$ cat config.mk
export PLATFORM = sky130hd
export DESIGN_NAME = i2c_target
export DESIGN_NICKNAME = d
export VERILOG_FILES = /design/src/rtl/i2c_target.sv
export SDC_FILE = /design/constraint.sdc
export NUM_CORES = 1
export LEC_CHECK = 0
export CAP_MARGIN = 20
export CELL_PAD_IN_SITES_DETAIL_PLACEMENT = 1
export CELL_PAD_IN_SITES_GLOBAL_PLACEMENT = 1
export CORE_AREA = 3 3 80 82
export DETAILED_ROUTE_END_ITERATION = 10
export DIE_AREA = 0 0 83 85
export GPL_ROUTABILITY_DRIVEN = 0
export PLACE_DENSITY_LB_ADDON = 0.1
export REMOVE_ABC_BUFFERS = 1
export SYNTH_ARGS = -nofsm -noshare
export SYNTH_HDL_FRONTEND = slang
export SYNTH_SLANG_ARGS = --single-unit
$ cat constraint.sdc
create_clock -name clk_i -period 3.7 [get_ports clk_i]
set_clock_uncertainty 0.1 [all_clocks]
set_input_delay 0.555 -clock clk_i [delete_from_list [all_inputs] [get_ports clk_i]]
set_output_delay 0.555 -clock clk_i [all_outputs]
set_load 0.01 [all_outputs]
$ cat src/rtl/i2c_target.sv
// I2C target endpoint: oversampled SCL/SDA, START/STOP/address decode,
// byte-stream RX/TX with open-drain SDA and no clock stretching.
module i2c_target #(
  parameter logic [6:0] TARGET_ADDR = 7'h42
) (
  input  logic       clk_i,
  input  logic       rst_i,
  input  logic       scl_i,
  input  logic       sda_i,
  output logic       sda_oe_o,
  output logic [7:0] rx_data_o,
  output logic       rx_valid_o,
  input  logic [7:0] tx_data_i,
  output logic       tx_req_o,
  output logic       busy_o
);

  typedef enum logic [2:0] {
    IDLE,
    ADDR,
    ADDR_ACK,
    RX,
    RX_ACK,
    TX,
    TX_ACK
  } state_e;

  // [0],[1] synchronizer, [2] delayed copy for edge detect
  logic [2:0] scl_q;
  logic [2:0] sda_q;

  always_ff @(posedge clk_i or posedge rst_i) begin
    if (rst_i) begin
      scl_q <= 3'b111;
      sda_q <= 3'b111;
    end else begin
      scl_q <= {scl_q[1:0], scl_i};
      sda_q <= {sda_q[1:0], sda_i};
    end
  end

  logic scl_hi;
  logic start_ev;
  logic stop_ev;
  logic rise_ev;
  logic fall_ev;
  logic sda_s;

  assign scl_hi   = scl_q[1] & scl_q[2];
  assign start_ev = scl_hi & sda_q[2] & ~sda_q[1];
  assign stop_ev  = scl_hi & ~sda_q[2] & sda_q[1];
  assign rise_ev  = scl_q[1] & ~scl_q[2];
  assign fall_ev  = ~scl_q[1] & scl_q[2];
  assign sda_s    = sda_q[1];

  state_e     state_q;
  logic [2:0] bitcnt_q;
  logic [7:0] shift_q;
  logic [7:0] shift_d;
  logic       oe_q;
  logic       busy_q;
  logic       rw_q;
  logic [7:0] rx_data_q;
  logic       rx_valid_q;
  logic       tx_req_q;
  logic       byte_done;

  assign shift_d   = {shift_q[6:0], sda_s};
  assign byte_done = (bitcnt_q == 3'd7);

  always_ff @(posedge clk_i or posedge rst_i) begin
    if (rst_i) begin
      state_q    <= IDLE;
      bitcnt_q   <= 3'd0;
      shift_q    <= 8'h00;
      oe_q       <= 1'b0;
      busy_q     <= 1'b0;
      rw_q       <= 1'b0;
      rx_data_q  <= 8'h00;
      rx_valid_q <= 1'b0;
      tx_req_q   <= 1'b0;
    end else begin
      rx_valid_q <= 1'b0;
      tx_req_q   <= 1'b0;
      if (stop_ev) begin
        state_q  <= IDLE;
        bitcnt_q <= 3'd0;
        oe_q     <= 1'b0;
        busy_q   <= 1'b0;
      end else if (start_ev) begin
        state_q  <= ADDR;
        bitcnt_q <= 3'd0;
        oe_q     <= 1'b0;
      end else if (tx_req_q) begin
        // byte handed over this cycle; MSB goes straight onto the bus
        shift_q <= tx_data_i;
        oe_q    <= ~tx_data_i[7];
      end else begin
        unique case (state_q)
          IDLE: begin
          end
          ADDR: begin
            if (rise_ev) begin
              shift_q  <= shift_d;
              bitcnt_q <= bitcnt_q + 3'd1;
              if (byte_done) begin
                if (shift_q[6:0] == TARGET_ADDR) begin
                  state_q <= ADDR_ACK;
                  busy_q  <= 1'b1;
                  rw_q    <= sda_s;
                end else begin
                  state_q <= IDLE;
                end
              end
            end
          end
          ADDR_ACK: begin
            if (fall_ev) begin
              if (!oe_q) begin
                oe_q <= 1'b1;
              end else if (rw_q) begin
                state_q  <= TX;
                tx_req_q <= 1'b1;
              end else begin
                oe_q    <= 1'b0;
                state_q <= RX;
              end
            end
          end
          RX: begin
            if (rise_ev) begin
              shift_q  <= shift_d;
              bitcnt_q <= bitcnt_q + 3'd1;
              if (byte_done) begin
                rx_data_q  <= shift_d;
                rx_valid_q <= 1'b1;
                state_q    <= RX_ACK;
              end
            end
          end
          RX_ACK: begin
            if (fall_ev) begin
              if (!oe_q) begin
                oe_q <= 1'b1;
              end else begin
                oe_q    <= 1'b0;
                state_q <= RX;
              end
            end
          end
          TX: begin
            if (rise_ev) begin
              shift_q  <= shift_d;
              bitcnt_q <= bitcnt_q + 3'd1;
            end else if (fall_ev) begin
              if (bitcnt_q == 3'd0) begin
                oe_q    <= 1'b0;
                state_q <= TX_ACK;
              end else begin
                oe_q <= ~shift_q[7];
              end
            end
          end
          TX_ACK: begin
            if (rise_ev) begin
              if (sda_s) begin
                state_q <= IDLE;
                busy_q  <= 1'b0;
              end
            end else if (fall_ev) begin
              state_q  <= TX;
              tx_req_q <= 1'b1;
            end
          end
          default: state_q <= IDLE;
        endcase
      end
    end
  end

  assign sda_oe_o   = oe_q;
  assign rx_data_o  = rx_data_q;
  assign rx_valid_o = rx_valid_q;
  assign tx_req_o   = tx_req_q;
  assign busy_o     = busy_q;

endmodule

# After elaboration in Yosys (flattened, before gate mapping)
# Cells that the tools add are included.
word_totals:
  mem_bits_rw: 0
  n_memories: 0
  elab_cells: 141
  ff_bits: 33
  latch_bits: 0
  romBits: 0
  in_bits: 12
op_classes:
  n_mul: 0
  addsub: 1
  muxes: 63
  n_lt_le_gt_ge: 0
  n_bitwise: 16
  reduce_logical: 16
  shifts: 0
  n_div: 0
  n_eq_ne: 34
ops:
  columns: ["operator", "n"]
  rows:
  - ["3-bit 2-to-1 mux", 23]
  - ["4-bit inequality test (second input constant)", 11]
  - ["1-bit 2-to-1 mux", 32]
  - ["5-bit inequality test (second input constant)", 6]
  - ["8-bit 2-to-1 mux", 3]
  - ["3-bit inequality test (second input constant)", 7]
  - ["3-bit case mux with 7 select lines", 1]
  - ["15-bit AND reduction", 1]
  - ["3-bit equality test (second input constant)", 4]
  - ["1-bit NOT", 9]
  - ["3-bit nonzero test", 3]
  - ["8-bit AND reduction", 1]
  - ["1-bit AND", 7]
  - ["7-bit equality test (second input constant)", 1]
  - ["7-bit AND reduction", 1]
  - ["3-bit by 2-bit equality test with 1-bit output (second input constant)", 2]
  - ["3-bit zero test", 2]
  - ["6-bit AND reduction", 1]
  - ["6-bit nonzero test", 1]
  - ["5-bit AND reduction", 1]
  - ["1-bit case mux with 2 select lines", 2]
  - ["4-bit AND reduction", 1]
  - ["2-bit nonzero test", 2]
  - ["3-bit by 1-bit adder with 3-bit output (second input constant)", 1]
  - ["7 further kinds", 7]

# Depth between registers and ports, before layout
# Gate-level depths: netlist of the first run.
depth:
  depth_word: 8
  mapped_depth: 8
  ltp_nobuf: 7

# Worst setup path before layout of the first run
# Ideal clock, no wire load.
synth_path:
  kind: "flip-flop to flip-flop"
  from: "reg sda_q[1]"
  to: "reg rx_data_q[0] (netlist: rx_data_o[0])"
  t_arrival_ps: 1819
  setup_ps: 125
  period_less_slack_ps: 2044
  path_buffers: 2
  path_stages_with_launch: 7
  path_slack_ps: 1656
  cell_sequence: "dfstp_2 buf_6 xor2_1 and2_1 buf_6 nor4b_4 mux2_2"
synth_between:
  elab_chain_cells: 4
synth_rtl:
  columns: ["element", "line_no", "text"]
  rows:
  - ["from (decl)", "30", "logic [2:0] sda_q;"]
  - ["from (signal assigned)", "38", "sda_q <= {sda_q[1:0], sda_i};"]
  - ["1-bit NOT", "50", "assign start_ev = scl_hi & sda_q[2] & ~sda_q[1];"]
  - ["1-bit AND", "50", null]
  - ["1-bit NOT (no source line)", null, null]
  - ["6-bit AND reduction (no source line)", null, null]
  - ["to (signal assigned)", "135", "rx_data_q <= shift_d;"]
  - ["to (decl)", "63", "logic [7:0] rx_data_q;"]
# Several ways; a longest one is shown, not always the timed one.
# A chain may end at the register's enable or synchronous reset.

# Worst setup path after layout of the first run
layout_path:
  from: "reg tx_req_q (netlist: tx_req_o)"
  to: "out tx_req_o"
layout_lines:
  columns: ["element", "line_no", "text"]
  rows:
  - ["from (decl)", "65", "logic tx_req_q;"]
  - ["from (signal assigned)", "81", "tx_req_q <= 1'b0;"]
  - ["from (signal assigned)", "84", "tx_req_q <= 1'b0;"]
  - ["from (signal assigned)", "123", "tx_req_q <= 1'b1;"]
  - ["to (decl)", "14", "output logic tx_req_o,"]
# No word-level cell between the ends.

==> metrics.cfg, run 1 <==
[run_status]
status = completed

[global_route]
grtUsageTotal_pct = 13.3
grt_max_degree = 34
grt_pass1_wl_mm = 7.54
grt_pass1_vias = 1478
overflow = 0
antenna_found_initial = 0

[sta]
fin_ws_ns = 1.18
min_period_ns = 2.52
hold_viol = 0
finalCritPeriodShare_pct = 68.0
setup_tns_ns = 0
slew_headroom_pct = 45.3
max_freq_ghz = 0.398
drv_slew = 0
worst_slew_pin_slew_ns = 0.820
setup_viol = 0
rsz0062_at_grt = no

[cts]
clock_sinks = 33
cts_resized = 0
cts_buffers = 5
clk_latency_ns = 0.29
cts_max_level = 2
clockBufferDepth = 2
cts-hold-fix-buffers = 0
post_cts_buffers = 0
cts.clk_slew.worst_paths_ns = 0.08
cts-root-buf = clkbuf_8
cts_tree = done

[placement]
dpl_worst_slack_ns = 1.34
dp_hpwl_mm = 3.20
dp_cells = 261
port-buffer-count = 23

[synth]
synth.distinct_cells = 39
ys_seq_area_share_pct = 48.6
synth-seq-cells = 33
yosys_warnings = 0
synth.avg_cell_area_um2 = 10.2
synthCells = 169
syn-cell-area_um2 = 1720

[floorplanning]
rows = 28
core_area_um2 = 5820
die_width_um = 83
initial_core_util_pct = 29.5
io-pin-count = 24
die_area_um2 = 7060
die_y_um = 85

[setup_path]
critPathMaxFanout = 17
endpoint_kind = output pin
cp_top_family = flip-flops
cp_data_arrival_time_ns = 1.86
crit_required_ns = 3.04
crit_path_top_delay_cell = dfrtp_1
path_class = flip-flop to output pin
cp.depth = 1
regToRegStartpoint = scl_q[1]
worstRegToRegCells = 4
setup.worst_path.end = tx_req_o
cp_num_buf_inv = 1
regToRegEndpoint = rx_data_o[1]
worstSetupStartpointType = flip-flop
path_cells = clkdlybuf4s50_1
r2r_slack_ns = 1.37
cp-startpoint = tx_req_o
max_stage_delay_ns = 0.88

[hold_path]
min_path_cells = 0
hold_class = flip-flop to flip-flop

[pwr]
leakage_nw = 0.885
p_total_uw = 749
ir_worst_vdd_uv = 143
p_per_area_nw_per_um2 = 355

[job]
cap_violations = 0

[layout]
fin_nets = 212
areaGrowthSynthToFinish_pct = 22.9
fill_cells = 694
drive_gt1_share_pct = 13.4
final_cells = 269
num_antenna_cells = 0
fin_util_pct = 36.3

[routing]
wl_per_cell_um = 16.1
drt_iter0_drc = 51
ant_nets = 0
wl_mm = 4.33
routed_via_density = 4.96
vias = 1335
remaining_drc_errors = 0
dr.pass1.iters = 4

[layout make-up]
cell class | count | area (um^2) | share of cell area [%]
inverters | 13 | 48.8 | 2.31
clock inverters | 1 | 5.00 | 0.237
repair buffers | 25 | 245 | 11.6
flip-flops and latches | 33 | 833 | 39.5
multi-input cells | 115 | 786 | 37.3
clock buffers | 7 | 96.3 | 4.57
well taps | 75 | 93.8 | 4.45
[flip-flops by register name, summed over array words and instances (netlist names)]
signal,cells
rx_data_o,8
shift_q,8
bitcnt_q,3
scl_q,3
sda_q,3
state_q,3
busy_o,1
rw_q,1
rx_valid_o,1
sda_oe_o,1
tx_req_o,1
[logic make-up after synthesis]
logic type	share of synthesized area [%]
XOR/XNOR	1.02
buffers and inverters	5.62
flip-flops	48.6
multiplexers	11.7
adder cells (fa/ha/maj)	5.11
AND/OR/NAND/NOR	15.9
AO/OA/AOI/OAI	12.1
[where the power goes]
part | internal, mW | leakage, nW | total, mW | switching [mW]
sequential | 0.375 | 0.399 | 0.389 | 0.0145
clock | 0.168 | 0.0542 | 0.303 | 0.135
combinational | 0.0261 | 0.431 | 0.0567 | 0.0306
[per-stage QoR]
stage	cell area, um^2	hold WS, ns
detailed placement	2010	0.249
CTS	2110	0.256
floorplan	1670	0.245
global placement	2000	0.248
global route	2110	0.264
finish	2110	0.254
[synthesized netlist by cell type, drive strengths merged]
| cell type | n | share of area, % |
|---|---|---|
| clkbuf | 3 | 0.66 |
| nand2 | 11 | 2.4 |
| a31oi | 2 | 0.73 |
| mux2 | 8 | 5.3 |
| xor2 | 1 | 0.51 |
| dfrtp | 27 | 39 |
| xnor2 | 1 | 0.51 |
| or3 | 2 | 0.73 |
| o2bb2ai | 1 | 0.51 |
| nor2 | 14 | 3.1 |
| nand4b | 1 | 0.51 |
| a31o | 1 | 0.51 |
| o21ai | 8 | 2.3 |
| mux2i | 11 | 6.4 |
| o311a | 2 | 1.2 |
| nor3 | 5 | 1.5 |
| nand2b | 3 | 1.1 |
| nor3b | 1 | 0.44 |
| or2 | 1 | 0.36 |
| nor2b | 3 | 1.1 |
| nand4 | 1 | 0.36 |
| a21o | 1 | 0.44 |
| or4 | 1 | 0.44 |
| a32oi | 1 | 0.51 |
| inv | 13 | 2.8 |
| nand3 | 5 | 1.5 |
| o31ai | 1 | 0.44 |
| dfstp | 6 | 9.2 |
| nor4 | 1 | 0.36 |
| nor4b | 1 | 1.4 |
| and2 | 1 | 0.36 |
| buf | 5 | 2.1 |
| ha | 7 | 5.1 |
| and3 | 1 | 0.36 |
| o221ai | 1 | 0.51 |
| a21oi | 17 | 5.0 |
[layer usage]
layer	vias up	wire length (um)	track usage, %
li1	638	-	-
met1	670	1970	16.9
met2	20	2170	22.2
met3	7	135	3.40
met4	0	61	4.46
met5	-	0	0
[placed cells by master, fill, tap and decap left out, types with 5 or more instances in the layout]
| master | n |
|---|---|
| a21oi_1 | 17 |
| clkbuf_8 | 7 |
| clkdlybuf4s50_1 | 23 |
| dfrtp_1 | 27 |
| dfstp_2 | 6 |
| ha_1 | 7 |
| inv_1 | 13 |
| mux2_2 | 7 |
| mux2i_1 | 11 |
| nand2_1 | 11 |
| nand3_1 | 5 |
| nor2_1 | 14 |
| nor3_1 | 5 |
| o21ai_0 | 8 |
[worst min-delay path by stage]
stage | from | endpoint | slack (ns)
final | scl_q[0] | scl_q[1] | 0.25
after global routing | scl_q[0] | scl_q[1] | 0.26
after CTS | scl_q[0] | scl_q[1] | 0.26
after detailed placement | scl_q[0] | scl_q[1] | 0.25
after global placement | scl_q[0] | scl_q[1] | 0.25
after floorplan | scl_q[0] | scl_q[1] | 0.25
Note: power is estimated with default switching activity, not from simulation.
==> run 2: changes to the inputs <==
==> constraint.sdc (replaced) <==
create_clock -name clk_i -period 2.4 [get_ports clk_i]
set_clock_uncertainty 0.1 [all_clocks]
set_input_delay 0.36 -clock clk_i [delete_from_list [all_inputs] [get_ports clk_i]]
set_output_delay 0.36 -clock clk_i [all_outputs]
set_load 0.01 [all_outputs]
==> run 2 against run 1 <==
Effect of this change:
- utilization up 1.1 points
- cell count increased by 2.2%
- count of clock-buffer cells in the layout decreased by 1
- first-iteration DRC count is 18% higher
- worst hold slack better by 0.0039 ns
- critical path type is now flip-flop to flip-flop
- largest cell class unchanged
==> metrics.cfg, run 2 (synthesis gave the netlist of run 1 again) <==
[cts]
cts-root-buf = clkbuf_8
clk_latency_ns = 0.28  ; about the same
clockBufferDepth = 2  ; unchanged
cts-hold-fix-buffers = 0  ; unchanged
cts_tree = done
cts.clk_slew.worst_paths_ns = 0.07  ; about the same
clock_sinks = 33  ; unchanged
cts_buffers = 5  ; unchanged
cts_resized = 0  ; unchanged
cts_max_level = 2  ; unchanged
post_cts_buffers = 0  ; unchanged

[routing]
remaining_drc_errors = 0  ; unchanged
wl_mm = 4.19  ; -3.4%
drt_iter0_drc = 60  ; +18%
dr.pass1.iters = 4  ; unchanged
route.met3.wl_um = 83  ; -39%
top_layer_used = met4
wl_per_cell_um = 15.2  ; -5.5%
ant_nets = 0  ; unchanged
routed_via_density = 4.81  ; -3.0%
met1_length_mm = 1.94  ; -1.3%
vias = 1324  ; -0.82%
dr_wl_met2_mm = 2.11  ; -2.7%

[sta]
drv_slew = 0  ; unchanged
worst_slew_pin_slew_ns = 0.563  ; -0.257 ns
rsz0062_at_grt = no
finalCritPeriodShare_pct = 92.0
fin_ws_ns = 0.193  ; -0.992 ns
slew_headroom_pct = 62.4  ; +17 points
setup_tns_ns = 0  ; unchanged
setup_viol = 0  ; unchanged
min_period_ns = 2.21
hold_viol = 0  ; unchanged
max_freq_ghz = 0.453

[global_route]
grt_pass1_wl_mm = 7.40  ; -1.8%
grt_max_degree = 34  ; unchanged
grt_pass1_vias = 1503  ; +1.7%
overflow = 0  ; unchanged
grtUsageTotal_pct = 12.9  ; -0.42 points
antenna_found_initial = 0  ; unchanged

[setup_path]
crit_required_ns = 2.46  ; -0.58 ns
endpoint_kind = flip-flop
crit_path_top_delay_cell = dfstp_2
worstSetupStartpointType = flip-flop
path_cells = ha_1 > and3_1 > nor4b_4 > buf_4 > mux2_2
cp_data_arrival_time_ns = 2.27  ; +0.41 ns
critPathMaxFanout = 7  ; -10
max_stage_delay_ns = 0.56  ; -0.32 ns
path_class = flip-flop to flip-flop

[layout]
areaGrowthSynthToFinish_pct = 26.6
num_antenna_cells = 0  ; unchanged
drive_gt1_share_pct = 16.0  ; +2.6 points
fill_cells = 684  ; -1.4%
final_cells = 275  ; +2.2%
fin_nets = 218  ; +2.8%
multiInputGateArea_um2 = 786  ; unchanged
layout_commonest_cell = dfrtp_1
final-seq-area_um2 = 833  ; unchanged
layout_common_cells = 27 x dfrtp_1, 23 x clkdlybuf4s50_1, 17 x a21oi_1, 14 x nor2_1, 13 x inv_1

[hold_path]
hold_class = flip-flop to flip-flop

[pwr]
leakage_nw = 0.920  ; +4.0%
p_per_area_nw_per_um2 = 567  ; +60%
ir_worst_vdd_uv = 331  ; +130%

[floorplanning]
initial_core_util_pct = 29.5  ; unchanged
die_width_um = 83  ; unchanged
core_area_um2 = 5820  ; unchanged
rows = 28  ; unchanged
die_y_um = 85  ; unchanged
die_area_um2 = 7060  ; unchanged
io-pin-count = 24  ; unchanged

[placement]
dp_cells = 267  ; +2.3%
dpl_worst_slack_ns = 0.198  ; -1.14 ns
dp_hpwl_mm = 3.19  ; -0.22%
port-buffer-count = 23  ; unchanged

[job]
cap_violations = 0  ; unchanged

[run_status]
status = completed

run 2: cell types whose count changed in the layout (fill, tap and decap cells not counted), sizes merged:
| cell | change |
|---|---|
| clkbuf | -1 |
| clkinv | -1 |
| clkinvlp | +1 |
| bufinv | +1 |
| buf | +6 |
run 2: per-layer routing:
layer / GRT usage [%] / up-vias
li1: - / 645
met1: 16.3 / 656
met2: 21.9 / 19
met3: 2.91 / 4
met4: 4.16 / 0
met5: 0 / -
run 2: worst paths after layout:
check,slack (ns),start,cells past startpoint,endpoint
setup / recovery,0.19,scl_q[1],5,rx_data_o[1]
hold / removal,0.26,sda_q[0],0,sda_q[1]
setup reg to reg,0.19,scl_q[1],5,rx_data_o[1]
hold reg to reg,0.26,sda_q[0],0,sda_q[1]
max in group asynchronous,1.48,rst_i,3,scl_q[2]
min in group asynchronous,0.38,rst_i,3,shift_q[0]
run 2: per-stage QoR:
step                utilization, %  power, mW  instance area, um^2  hold slack, ns
floorplan                        -      0.654                 1670           0.245
global placement              35.3      0.698                 2050           0.247
detailed placement            35.3      0.701                 2050           0.250
CTS                           37.3       1.26                 2170           0.261
global route                  37.3       1.30                 2170           0.270
finish                        37.3       1.23                 2170           0.258
run 2: power breakdown:
part           total, mW  internal (mW)  switching [mW]
combinational     0.0910         0.0419          0.0491
sequential         0.597          0.578          0.0198
clock              0.544          0.338           0.206
run 2: area by class of cell:
class                   instances  share of cell area, %
flip-flops and latches         33                   38.4
multi-input cells             115                   36.2
repair buffers                 31                   13.4
well taps                      75                   4.32
clock buffers                   6                   3.80
inverters                      13                   2.25
clock inverters                 2                   1.73
run 2: critical path, delay by kind of cell, from the launching register on:
family	cells	cell delay [ns]
simple gates	2	0.60
flops	1	0.56
fa+ha+maj	1	0.28
mux	1	0.34
buf+inv	1	0.22
==> run 3: changes to the inputs <==
--- a/config.mk
+++ b/config.mk
@@ -8,12 +8,14 @@
 export CAP_MARGIN = 20
 export CELL_PAD_IN_SITES_DETAIL_PLACEMENT = 1
 export CELL_PAD_IN_SITES_GLOBAL_PLACEMENT = 1
-export CORE_AREA = 3 3 80 82
+export CORE_AREA = 4 4 81 83
 export DETAILED_ROUTE_END_ITERATION = 10
-export DIE_AREA = 0 0 83 85
+export DIE_AREA = 0 0 85 87
 export GPL_ROUTABILITY_DRIVEN = 0
 export PLACE_DENSITY_LB_ADDON = 0.1
 export REMOVE_ABC_BUFFERS = 1
+export SLEW_MARGIN = 20
 export SYNTH_ARGS = -nofsm -noshare
 export SYNTH_HDL_FRONTEND = slang
 export SYNTH_SLANG_ARGS = --single-unit
+export TNS_END_PERCENT = 20
==> run 3 against run 2 <==
Effect of this change:
- routed wire length is 3.4% higher
- utilization shrank 0.14 points
- power is 1.2% higher
- critical path type unchanged
- critical endpoint is now state_q[1]
- via count rose by 2.3%
- critical path depth is 1 higher
==> metrics.cfg, run 3 (synthesis gave the netlist of run 1 again) <==
[sta]
drv_slew = 0  ; unchanged
hold_viol = 0  ; unchanged
slew_headroom_pct = 64.0  ; +1.6 points
min_period_ns = 2.17  ; -0.0414 ns
setup_tns_ns = 0  ; unchanged
fin_ws_ns = 0.234  ; +0.0414 ns
finalCritPeriodShare_pct = 90.2  ; -1.7 points
worst_slew_pin_slew_ns = 0.539  ; -0.0243 ns
max_freq_ghz = 0.462  ; +1.9%
rsz0062_at_grt = no
setup_viol = 0  ; unchanged

[setup_path]
critPathMaxFanout = 7  ; unchanged
crit_required_ns = 2.51  ; +0.05 ns
worstSetupStartpointType = flip-flop
crit_path_top_delay_cell = dfstp_2
endpoint_kind = flip-flop
cp_data_arrival_time_ns = 2.28  ; about the same
max_stage_delay_ns = 0.57  ; about the same
cp_top_family = simple AND/OR/NAND/NOR gates
crit_top_cell = or3_1
path_class = flip-flop to flip-flop
cp_num_buf_inv = 1  ; unchanged
path_cells = inv_1 > ha_1 > or3_1 > a31o_2 > or3_1 > a21oi_1

[routing]
routed_via_density = 4.94  ; +2.6%
remaining_drc_errors = 0  ; unchanged
dr.pass1.iters = 4  ; unchanged
drt_iter0_drc = 45  ; -25%
vias = 1354  ; +2.3%
ant_nets = 0  ; unchanged
wl_mm = 4.33  ; +3.4%
wl_per_cell_um = 15.8  ; +3.8%

[floorplanning]
initial_core_util_pct = 29.3  ; -0.18 points
die_width_um = 85  ; +2.4%
die_area_um2 = 7400  ; +4.8%
die_y_um = 87  ; +2.4%
core_area_um2 = 5850  ; +0.60%
io-pin-count = 24  ; unchanged
rows = 28  ; unchanged

[layout]
layout_commonest_cell = dfrtp_1
num_antenna_cells = 0  ; unchanged
areaGrowthSynthToFinish_pct = 26.9
fill_cells = 655  ; -4.2%
drive_gt1_share_pct = 15.6  ; -0.42 points
layout_common_cells = 27 x dfrtp_1, 23 x clkdlybuf4s50_1, 17 x a21oi_1, 14 x nor2_1, 13 x inv_1
fin_nets = 217  ; -0.46%
final_cells = 274  ; -0.36%
fin_util_pct = 37.2  ; -0.14 points

[placement]
dp_cells = 266  ; -0.37%
port-buffer-count = 23  ; unchanged
dp_hpwl_mm = 3.25  ; +1.7%
dpl_worst_slack_ns = 0.273  ; +0.0752 ns

[cts]
cts_tree = done
cts_buffers = 5  ; unchanged
cts-hold-fix-buffers = 0  ; unchanged
clockBufferDepth = 2  ; unchanged
cts_max_level = 2  ; unchanged
clock_sinks = 33  ; unchanged
cts.clk_slew.worst_paths_ns = 0.08  ; about the same
post_cts_buffers = 0  ; unchanged
clk_latency_ns = 0.28  ; about the same
cts_resized = 0  ; unchanged
cts-root-buf = clkbuf_8

[pwr]
p_per_area_nw_per_um2 = 573  ; +0.97%
ir_worst_vdd_uv = 218  ; -34%
leakage_nw = 0.920  ; about the same
p_total_mw = 1.25  ; +1.2%

[job]
cap_violations = 0  ; unchanged

[global_route]
grt_pass1_vias = 1458  ; -3.0%
grtUsageTotal_pct = 12.9  ; -0.027 points
grt_pass1_wl_mm = 7.40  ; unchanged
antenna_found_initial = 0  ; unchanged
grt_max_degree = 23  ; -32%
overflow = 0  ; unchanged

[hold_path]
hold_class = flip-flop to flip-flop

[run_status]
status = completed

==> run 3: cell types whose count changed in the layout (fill, tap and decap cells not counted) <==
cell    before  now
buf_4        8    6
buf_12       0    1
==> run 3: per-stage QoR <==
stage                     hold WS [ns]  instance area, um^2
after floorplan                  0.245                 1670
after CTS                        0.258                 2180
after global routing             0.266                 2180
after global placement           0.245                 2060
final                            0.249                 2180
after detailed placement         0.247                 2060
==> run 3: final cells by class <==
type / instances / area (um^2) / area share (%)
multi-input cells: 115 / 786 / 36.1
well taps: 75 / 93.8 / 4.31
clock buffers: 6 / 82.6 / 3.79
inverters: 13 / 48.8 / 2.24
clock inverters: 2 / 37.5 / 1.72
flip-flops and latches: 33 / 833 / 38.3
repair buffers: 30 / 295 / 13.6
==> run 3: power by group <==
group	leakage [nW]	internal [mW]	total, mW	switching (mW)
Sequential	0.399	0.578	0.600	0.0225
Combinational	0.463	0.0437	0.0921	0.0484
Clock	0.0574	0.338	0.555	0.217
Total	0.920	0.959	1.25	0.288
==> run 3: path summary, 6_finish.rpt <==
check                           startpoint    endpoint  slack (ns)  cells after the start
worst max-delay path              scl_q[2]  state_q[1]        0.23                      6
worst min-delay path              scl_q[0]    scl_q[1]        0.25                      0
worst max register to register    scl_q[2]  state_q[1]        0.23                      6
worst min register to register    scl_q[0]    scl_q[1]        0.25                      0
max in group asynchronous            rst_i    sda_q[0]        1.29                      3
min in group asynchronous            rst_i        rw_q        0.32                      2
==> run 3: layer usage <==
metal	track usage (%)	up-vias	share of wire [%]
met1	16.0	668	45
met4	4.32	0	0.55
met2	21.5	37	50
met5	0	-	0
met3	3.69	2	4.3
li1	-	647	-
